### config.mk
export PLATFORM = sky130hd
export DESIGN_NAME = hazard_ctrl_unit
export DESIGN_NICKNAME = d
export VERILOG_FILES = /design/src/rtl/hazard_ctrl_unit.sv
export SDC_FILE = /design/constraint.sdc
export NUM_CORES = 1
export LEC_CHECK = 0
export CORE_ASPECT_RATIO = 0.5
export CORE_MARGIN = 2
export CORE_UTILIZATION = 35
export DETAILED_ROUTE_END_ITERATION = 10
export GPL_ROUTABILITY_DRIVEN = 0
export PLACE_DENSITY = 0.78
export SLEW_MARGIN = 5
export SYNTH_ARGS = -nofsm -noshare
export SYNTH_HDL_FRONTEND = slang
export SYNTH_SLANG_ARGS = --single-unit
### constraint.sdc
create_clock -name clk_i -period 3.85 [get_ports clk_i]
set_clock_uncertainty 0.2 [all_clocks]
set_input_delay 0.77 -clock clk_i [delete_from_list [all_inputs] [get_ports clk_i]]
set_output_delay 0.77 -clock clk_i [all_outputs]
set_load 0.02 [all_outputs]
### src/rtl/hazard_ctrl_unit.sv
// Hazard/forwarding controller for the in-order RV32I pipeline: operand source selection,
// load-use and multi-cycle stalls, timed flushes and saturating perf counters.

module hazard_fwd_sel #(
  parameter int NUM_FWD = 3,
  parameter int FSEL_W  = 3
) (
  input  logic [4:0]           rs,
  input  logic                 used,
  input  logic [5*NUM_FWD-1:0] rd_addr,
  input  logic [NUM_FWD-1:0]   wr_en,
  input  logic [NUM_FWD-1:0]   busy,
  output logic [FSEL_W-1:0]    sel,
  output logic                 hit_busy
);
  // Scan oldest to youngest so the youngest matching stage is assigned last.
  always_comb begin
    sel      = '0;
    hit_busy = 1'b0;
    for (int k = NUM_FWD-1; k >= 0; k--) begin
      if (wr_en[k] && rd_addr[5*k +: 5] == rs) begin
        sel      = FSEL_W'(k + 2);
        hit_busy = busy[k];
      end
    end
    if (!used || rs == 5'd0) begin
      sel      = FSEL_W'(1);
      hit_busy = 1'b0;
    end
  end
endmodule

module hazard_ctrl_unit #(
  parameter int NUM_FWD      = 3,
  parameter int FLUSH_CYCLES = 1,
  parameter int MC_TIMEOUT   = 64,
  parameter int CNT_W        = 16,
  parameter int FSEL_W       = $clog2(NUM_FWD+2)
) (
  input  logic                 clk_i,
  input  logic                 rst_ni,
  input  logic [31:0]          id_instr_i,
  input  logic                 id_valid_i,
  input  logic [5*NUM_FWD-1:0] stg_rd_addr_i,
  input  logic [NUM_FWD-1:0]   stg_rd_wr_en_i,
  input  logic [NUM_FWD-1:0]   stg_rd_busy_i,
  input  logic                 mc_start_i,
  input  logic                 mc_done_i,
  input  logic                 branch_taken_i,
  input  logic                 exc_i,
  output logic                 stall_o,
  output logic                 flush_o,
  output logic                 mc_abort_o,
  output logic                 timeout_o,
  output logic [FSEL_W-1:0]    fwd_rs1_o,
  output logic [FSEL_W-1:0]    fwd_rs2_o,
  output logic [CNT_W-1:0]     stall_cnt_o,
  output logic [CNT_W-1:0]     flush_cnt_o
);
  localparam int WAIT_W = (MC_TIMEOUT > 2) ? $clog2(MC_TIMEOUT) : 1;
  localparam int FL_W   = $clog2(FLUSH_CYCLES) + 1;

  typedef enum logic [1:0] {RUN, MC_WAIT, FLUSH} state_t;

  state_t            state, state_nxt;
  logic [WAIT_W-1:0] wait_cnt, wait_nxt;
  logic [FL_W-1:0]   fl_cnt, fl_nxt;
  logic              timeout_q;
  logic [CNT_W-1:0]  stall_cnt, flush_cnt;

  logic [6:0]             opcode;
  logic [1:0][4:0]        rs;
  logic [1:0]             used, hit_busy;
  logic [1:0][FSEL_W-1:0] sel;
  logic                   lu_stall, unused_instr;
  logic                   flush_evt, flush_hold, mc_stall, mc_abort, to_hit;

  assign opcode       = id_instr_i[6:0];
  assign used[0]      = !(opcode inside {7'b0110111, 7'b0010111, 7'b1101111});
  assign used[1]      = opcode inside {7'b0110011, 7'b0100011, 7'b1100011};
  assign rs           = {id_instr_i[24:20], id_instr_i[19:15]};
  assign unused_instr = ^{id_instr_i[31:25], id_instr_i[14:7]};

  for (genvar i = 0; i < 2; i++) begin : g_op
    hazard_fwd_sel #(.NUM_FWD(NUM_FWD), .FSEL_W(FSEL_W)) u_sel (
      .rs       (rs[i]),
      .used     (used[i]),
      .rd_addr  (stg_rd_addr_i),
      .wr_en    (stg_rd_wr_en_i),
      .busy     (stg_rd_busy_i),
      .sel      (sel[i]),
      .hit_busy (hit_busy[i])
    );
  end

  assign lu_stall = id_valid_i && (|hit_busy);

  // exc beats everything; mc_done beats the timeout in the same cycle.
  always_comb begin
    state_nxt  = state;
    wait_nxt   = wait_cnt;
    fl_nxt     = fl_cnt;
    flush_evt  = 1'b0;
    flush_hold = 1'b0;
    mc_stall   = 1'b0;
    mc_abort   = 1'b0;
    to_hit     = 1'b0;
    unique case (state)
      RUN: begin
        if (exc_i) flush_evt = 1'b1;
        else if (mc_start_i) begin
          state_nxt = MC_WAIT;
          wait_nxt  = '0;
        end else if (branch_taken_i && !lu_stall) flush_evt = 1'b1;
      end
      MC_WAIT: begin
        if (exc_i) begin
          flush_evt = 1'b1;
          mc_abort  = 1'b1;
        end else if (mc_done_i) state_nxt = RUN;
        else begin
          mc_stall = 1'b1;
          if (wait_cnt == WAIT_W'(MC_TIMEOUT-1)) begin
            mc_abort  = 1'b1;
            to_hit    = 1'b1;
            state_nxt = RUN;
          end else wait_nxt = wait_cnt + WAIT_W'(1);
        end
      end
      FLUSH: begin
        flush_hold = 1'b1;
        if (exc_i) flush_evt = 1'b1;
        else if (fl_cnt <= FL_W'(1)) state_nxt = RUN;
        else fl_nxt = fl_cnt - FL_W'(1);
      end
      default: state_nxt = RUN;
    endcase
    // The trigger cycle is the first flush cycle, so FLUSH covers the remainder.
    if (flush_evt) begin
      fl_nxt    = FL_W'(FLUSH_CYCLES-1);
      state_nxt = (FLUSH_CYCLES > 1) ? FLUSH : RUN;
    end
  end

  assign flush_o    = !rst_ni || flush_evt || flush_hold;
  assign stall_o    = rst_ni && !flush_o && (lu_stall || mc_stall);
  assign mc_abort_o = rst_ni && mc_abort;
  assign timeout_o  = timeout_q;
  assign fwd_rs1_o  = rst_ni ? sel[0] : '0;
  assign fwd_rs2_o  = rst_ni ? sel[1] : '0;
  assign stall_cnt_o = stall_cnt;
  assign flush_cnt_o = flush_cnt;

  always_ff @(posedge clk_i or negedge rst_ni) begin
    if (!rst_ni) begin
      state     <= RUN;
      wait_cnt  <= '0;
      fl_cnt    <= '0;
      timeout_q <= 1'b0;
      stall_cnt <= '0;
      flush_cnt <= '0;
    end else begin
      state    <= state_nxt;
      wait_cnt <= wait_nxt;
      fl_cnt   <= fl_nxt;
      if (to_hit) timeout_q <= 1'b1;
      if (stall_o && stall_cnt != '1) stall_cnt <= stall_cnt + CNT_W'(1);
      if (flush_evt && flush_cnt != '1) flush_cnt <= flush_cnt + CNT_W'(1);
    end
  end
endmodule
==> results.md, run 1 <==
- Yosys Warn Count: 0
- Avg Cell Area, Syn: 9.36 um^2
- Final hold vios: 0
- Slew Viols, Final: 0
- RSZ-0062 raised after global routing: true
- GRT overflow: 0
- Share of cells above drive strength 1: 15.5%
- Filler Cells Inserted: 649
- Placed insts: 486
- Clock Tree Root: clkbuf_16
- Worst Path Buf+Inv: 3
- Most frequent cells in the layout: 69 x clkdlybuf4s50_1, 40 x dfrtp_1, 35 x xor2_1
- Die Y-Extent: 65.5 um
- IO Port Bufs: 86
- Post-Route WL: 7000 um
- Finished Layout Cells: 496
- Core ar.: 7320 um^2
- Crit path required time: 2.88 ns
- Clock Pin Slew Worst Setup and Hold Paths: 0.06 ns
- Largest net degree at the start of global routing: 24
- Starting Density: 36.2%
- Max-Cap Viols: 0
- Synth Area in Adders: 1.42%
- Post-CTS Hold Buffers: 0
- Clock latency on the worst-skew pair: 0.28 ns
- Fin crit period: 3.81 ns
- Synthesized instance count: 283
- Combinational family with the most area after synthesis: simple AND/OR/NAND/NOR gates
- # IOs: 102
- Post-synthesis register bit count: 40
- Combinational power share: 31.5%
- Final setup fails: 0
- Distinct cells, synth: 53
- Total CTS buffers: 5
- Status: finished clean
- Area delta synth->final: 52.5%
- CP Launch Type: primary input
- Layout Utilization: 55.2%
- Dpl hpwl: 5410 um
- Clk buf depth: 2
- Fmax: 263 MHz
- Async SR Flop Fraction: 100%
- Leak: 1.91 nW
- Post-synth net total: 346
- Vias: 2,518
- Slew HR: 35.5%
- Setup TNS: 0 ns
- Family with the most delay on the worst path: buffers and inverters
- Row Count: 22
- Remaining DRCs: 0
- # clock sinks: 40
- H-tree levels: 2
- Detail Route Antenna Nets: 0
- Crit Path Max Fanout: 3
- Seq pwr share: 39.3%
- Switching pwr: 455 uW
- Seq/Total Area, Yosys: 37.8%
- ANT cells: 0
- Slowest CP cell: clkdlybuf4s50_1
- Mux share of post-synthesis cell area: 2.12%
- Commonest non-fill, non-tap cell in the layout: clkdlybuf4s50_1
- Clk pwr share: 29.2%
- GRT Resource Usage Total: 16.4%
- Routed len/inst: 14.1 um
- Cells along the critical path: clkdlybuf4s50_1 -> buf_4 -> xnor2_1 -> nor2b_1 -> and3_1 -> a221oi_4 -> o22ai_2 -> a21boi_2 -> nand2b_1 -> clkdlybuf4s15_2
- WP data arrival: 2.84 ns
- CTS tree: built
- Nets: 462
- Number of synthesized flops with an enable pin: 0
- Worst-Margin Slew: 0.968 ns
- Post-Synth XOR/XNOR Area: 19.5%
- Maximum vdd ir drop: 0.211 mV
- Pre-antenna DRT Iters: 4
- Total power: 1.42 mW
- Hold Slack: 0.109 ns
- First-pass GRT wire length: 11,100 um
- Setup crit end kind: primary output
- Switching part of the total power: 32.0%
- HP Class: in -> async
- Power Dens Cells: 352 nW/um^2
- Vias per cell: 5.08
- Tcrit/Tclk final: 98.9%
- Synth Area in Simple Gates: 28.3%
- Slowest stage delay, CP: 0.43 ns
- CP Class: in -> out
- Vias in the first global route: 2,387
- Post-synthesis compound-gate area fraction: 8.59%
- P_int: 965 uW
- Chip width: 127 um
- Die ar.: 8330 um^2
- Initial DRC Count: 149
- Initial antenna violation count: 0
- Post-Syn Area: 2650 um^2
- Top FF cell, synth: dfrtp_1
metal layers:
layer | share of wire [%] | global-route usage (%) | routed length (um) | vias up
li1 | - | - | - | 1241
met1 | 47 | 22.4 | 3320 | 1215
met2 | 47 | 27.3 | 3310 | 56
met3 | 4.6 | 3.18 | 323 | 6
met4 | 0.66 | 3.30 | 46 | 0
met5 | 0 | 0 | 0 | -
sequential cells by signal, summed over array words and instances (netlist names):
register     flops
wait_cnt         6
flush_cnt_o     16
timeout_o        1
stall_cnt_o     16
state            1
worst reg2reg max path: stages, from the launching register on:
cell	delay (ns)
dfrtp_1	0.43
nand2_1	0.11
nor2_1	0.19
and3_1	0.20
and2_1	0.17
nand3_1	0.20
o32ai_2	0.89
nor2_1	0.19
mux2_1	0.35
logic make-up after synthesis:
logic type      count (synthesis)
buf+inv                        12
fa+ha+maj                       3
simple gates                  136
mux                             5
xor+xnor                       58
compound gates                 29
flops                          40
area by class of cell:
class,count,area (um^2),share of cell area (%)
multi-input cells,231,1650,40.8
repair buffers,116,1100,27.2
flip-flops and latches,40,1000,24.8
clock buffers,7,143,3.53
well taps,96,120,2.97
inverters,5,18.8,0.465
clock inverters,1,7.51,0.186
repair_timing:
action,4_1_cts,5_1_grt
gates cloned,0,0
endpoints found under the setup margin,6,5
pin swaps,4,7
buffers inserted,1,1
resized for setup,12,21
power groups by stage:
stage | Sequential (mW) | Clock (mW) | Combinational (mW)
floorplan | 0.604 | 0 | 0.163
global placement | 0.563 | 0 | 0.435
detailed placement | 0.565 | 0 | 0.441
CTS | 0.558 | 0.424 | 0.445
global route | 0.568 | 0.443 | 0.483
finish | 0.558 | 0.415 | 0.447
per-stage QoR:
step           setup slack, ns  instance area (um^2)
6_report                0.0430                  4040
3_3_place_gp            -0.416                  3790
5_1_grt                -0.0767                  4040
4_1_cts                -0.0300                  3960
3_5_place_dp            -0.463                  3790
2_1_floorplan            0.477                  2650
final timing paths:
kind	cells past startpoint	startpoint	end	slack, ns
setup / recovery	10	id_instr_i[22]	flush_o	0.04
hold / removal	1	rst_ni	flush_cnt_o[12]	0.11
setup reg to reg	8	flush_cnt_o[4]	flush_cnt_o[1]	0.80
hold reg to reg	1	timeout_o	timeout_o	0.27
max in group asynchronous	2	rst_ni	flush_cnt_o[15]	2.85
min in group clk_i	1	timeout_o	timeout_o	0.27
synth_stat cells (all sizes together) (2+ instances only):
master | count | area share, %
o22ai | 2 | 0.47
nor3 | 20 | 4.0
nand2 | 23 | 3.3
clkbuf | 3 | 0.42
nor3b | 2 | 0.76
a22o | 2 | 0.66
xor2 | 36 | 12
and2 | 6 | 1.4
inv | 5 | 0.71
nand2b | 5 | 1.2
o21ai | 11 | 2.2
nor2b | 4 | 0.94
ha | 3 | 1.4
and4 | 2 | 0.66
nand4 | 11 | 2.6
and3 | 12 | 2.8
mux2 | 5 | 2.1
xnor2 | 22 | 7.6
nand3 | 19 | 3.6
buf | 4 | 1.2
nor4 | 5 | 1.7
or4 | 2 | 0.71
dfrtp | 40 | 38
a21oi | 2 | 0.38
nor2 | 18 | 2.5
Note: power is estimated with default switching activity, not from simulation.
==> run 2: changes to the inputs <==
--- a/config.mk
+++ b/config.mk
@@ -7,10 +7,10 @@
 export LEC_CHECK = 0
 export CORE_ASPECT_RATIO = 0.5
 export CORE_MARGIN = 2
-export CORE_UTILIZATION = 35
+export CORE_UTILIZATION = 40
 export DETAILED_ROUTE_END_ITERATION = 10
 export GPL_ROUTABILITY_DRIVEN = 0
-export PLACE_DENSITY = 0.78
+export PLACE_DENSITY = 0.86
 export SLEW_MARGIN = 5
 export SYNTH_ARGS = -nofsm -noshare
 export SYNTH_HDL_FRONTEND = slang
==> run 2 against run 1 <==
Net effect:
- total power up 0.20%
- worst hold slack better by 0.15 ns
- die area down 12%
- largest cell class unchanged
- largest power group unchanged
- highest routed layer unchanged
==> results.md, run 2 (synthesis results as in run 1) <==
- Status: finished clean
- Fmax: 265 MHz
- Cells along the critical path: clkdlybuf4s50_1 -> nand4b_1 -> a211o_1 -> a21oi_1 -> buf_4 -> nand4_1 -> nor3_1 -> clkdlybuf4s50_1
- Clock Pin Slew Worst Setup and Hold Paths: 0.05 ns
- Worst-Margin Slew: 0.721 ns
- # IOs: 102
- HP Class: reg -> reg
- Area delta synth->final: 49.3%
- CP Launch Point: id_instr_i[0]
- Die ar.: 7330 um^2
- Row Count: 20
- GRT Resource Usage Total: 20.0%
- Remaining DRCs: 0
- Hold Path Origin: timeout_o
- Pre-antenna DRT Iters: 4
- Vias per cell: 5.22
- Maximum vdd ir drop: 0.261 mV
- R2r setup slk: 1.00 ns
- Share of cells above drive strength 1: 13.8%
- Final hold vios: 0
- Fin crit period: 3.77 ns
- Tcrit/Tclk final: 98.0%
- Clock latency on the worst-skew pair: 0.28 ns
- Clk buf depth: 2
- Slew HR: 51.9%
- Starting Density: 42.5%
- Crit path required time: 2.88 ns
- Die Y-Extent: 61.6 um
- Placed insts: 478
- Chip width: 119 um
- Power Dens Cells: 360 nW/um^2
- H-tree levels: 2
- Slowest stage delay, CP: 0.63 ns
- Post-Route WL: 7260 um
- R2R cell count: 9
- Leak: 1.85 nW
- ANT cells: 0
- Fin area: 3960 um^2
- WP data arrival: 2.80 ns
- Largest net degree at the start of global routing: 30
- Initial DRC Count: 199
- Clock Tree Root: clkbuf_16
- Final setup fails: 0
- Reg2reg start: flush_cnt_o[4]
- Vias in the first global route: 2,520
- Detail Route Antenna Nets: 0
- DP Area: 3780 um^2
- CP most frequent cell: clkdlybuf4s50_1
- Max-Cap Viols: 0
- CTS tree: built
- Vias: 2,549
- IO Port Bufs: 86
- Hold path cells: 1
- CP Launch Type: primary input
- Setup crit end kind: primary output
- Most frequent cells in the layout: 75 x clkdlybuf4s50_1, 40 x dfrtp_1, 36 x xor2_1
- Worst reg2reg path endpoint: flush_cnt_o[3]
- Slowest CP cell: clkdlybuf4s50_1
- First-pass GRT wire length: 11,600 um
- Core ar.: 6230 um^2
- Finished Layout Cells: 488
- Multi-input logic area: 1600 um^2
- Register Area: 1000 um^2
- CP Class: in -> out
- Total CTS buffers: 5
- Crit Path Max Fanout: 3
- Worst hold endpoint: timeout_o
- Slew Viols, Final: 0
- # clock sinks: 40
- Routed len/inst: 14.9 um
- Dpl hpwl: 5360 um
- Nets: 462
- Filler Cells Inserted: 482
- GRT overflow: 0
- RSZ-0062 raised after global routing: true
- Commonest non-fill, non-tap cell in the layout: clkdlybuf4s50_1
- Total power: 1.42 mW
- Initial antenna violation count: 0
-- run 2: changes by cell type in the layout (fill, tap and decap cells not counted), sizes merged --
cell | previous run | this run
clkinvlp | 1 | 0
dlygate4sd2 | 4 | 3
dlymetal6s2s | 10 | 5
buf | 32 | 33
clkdlybuf4s15 | 1 | 0
clkdlybuf4s50 | 69 | 75
clkbuf | 7 | 8
-- run 2: layout make-up --
cell class	count	share of cell area [%]
tap	88	2.78
sequential	40	25.3
clock buffer	8	3.70
multi-input combinational	231	40.5
inverter	5	0.474
timing repair buffer	116	27.3
-- run 2: what timing repair did --
item,4_1_cts,5_1_grt
endpoints found under the setup margin,5,3
hold buffers,0,0
pin swaps,1,9
endpoints found under the hold margin,0,0
setup buffers,0,2
gates resized for setup,12,8
-- run 2: metal layers --
layer / global-route usage [%] / wire, um / vias up
li1: - / - / 1245
met1: 24.7 / 3210 / 1215
met2: 37.3 / 3560 / 80
met3: 3.33 / 421 / 9
met4: 6.80 / 72 / 0
met5: 0 / 0 / -
-- run 2: worst max path at each step --
stage          slack (ns)           end  cells past startpoint
2_1_floorplan        0.48       stall_o                      7
4_1_cts             -0.04       stall_o                     10
6_report             0.08  fwd_rs2_o[2]                      8
3_5_place_dp        -0.44       stall_o                      9
3_3_place_gp        -0.38       stall_o                      9
5_1_grt             -0.06       stall_o                      9
-- run 2: worst max-delay path: cells and delay by family --
family | cells | cell delay, ns
buffers and inverters | 3 | 1.26
AOI/OAI and AO/OA | 2 | 0.45
and+or+nand+nor | 3 | 0.32
-- run 2: report_power, final --
group	switching (mW)	internal (mW)
clock network	0.157	0.258
registers	0.0829	0.477
logic	0.218	0.229
total	0.458	0.965
-- run 2: through the flow --
step                      worst slack, ns  hold WS [ns]  setup TNS (ns)  utilization [%]
after global placement             -0.383         0.247          -0.886             60.7
final                              0.0776         0.255               0             63.5
after floorplan                     0.477         0.259               0                -
after detailed placement           -0.435         0.252           -1.00             60.7
after CTS                         -0.0432         0.264         -0.0432             63.3
after global routing              -0.0625         0.285         -0.0625             63.5
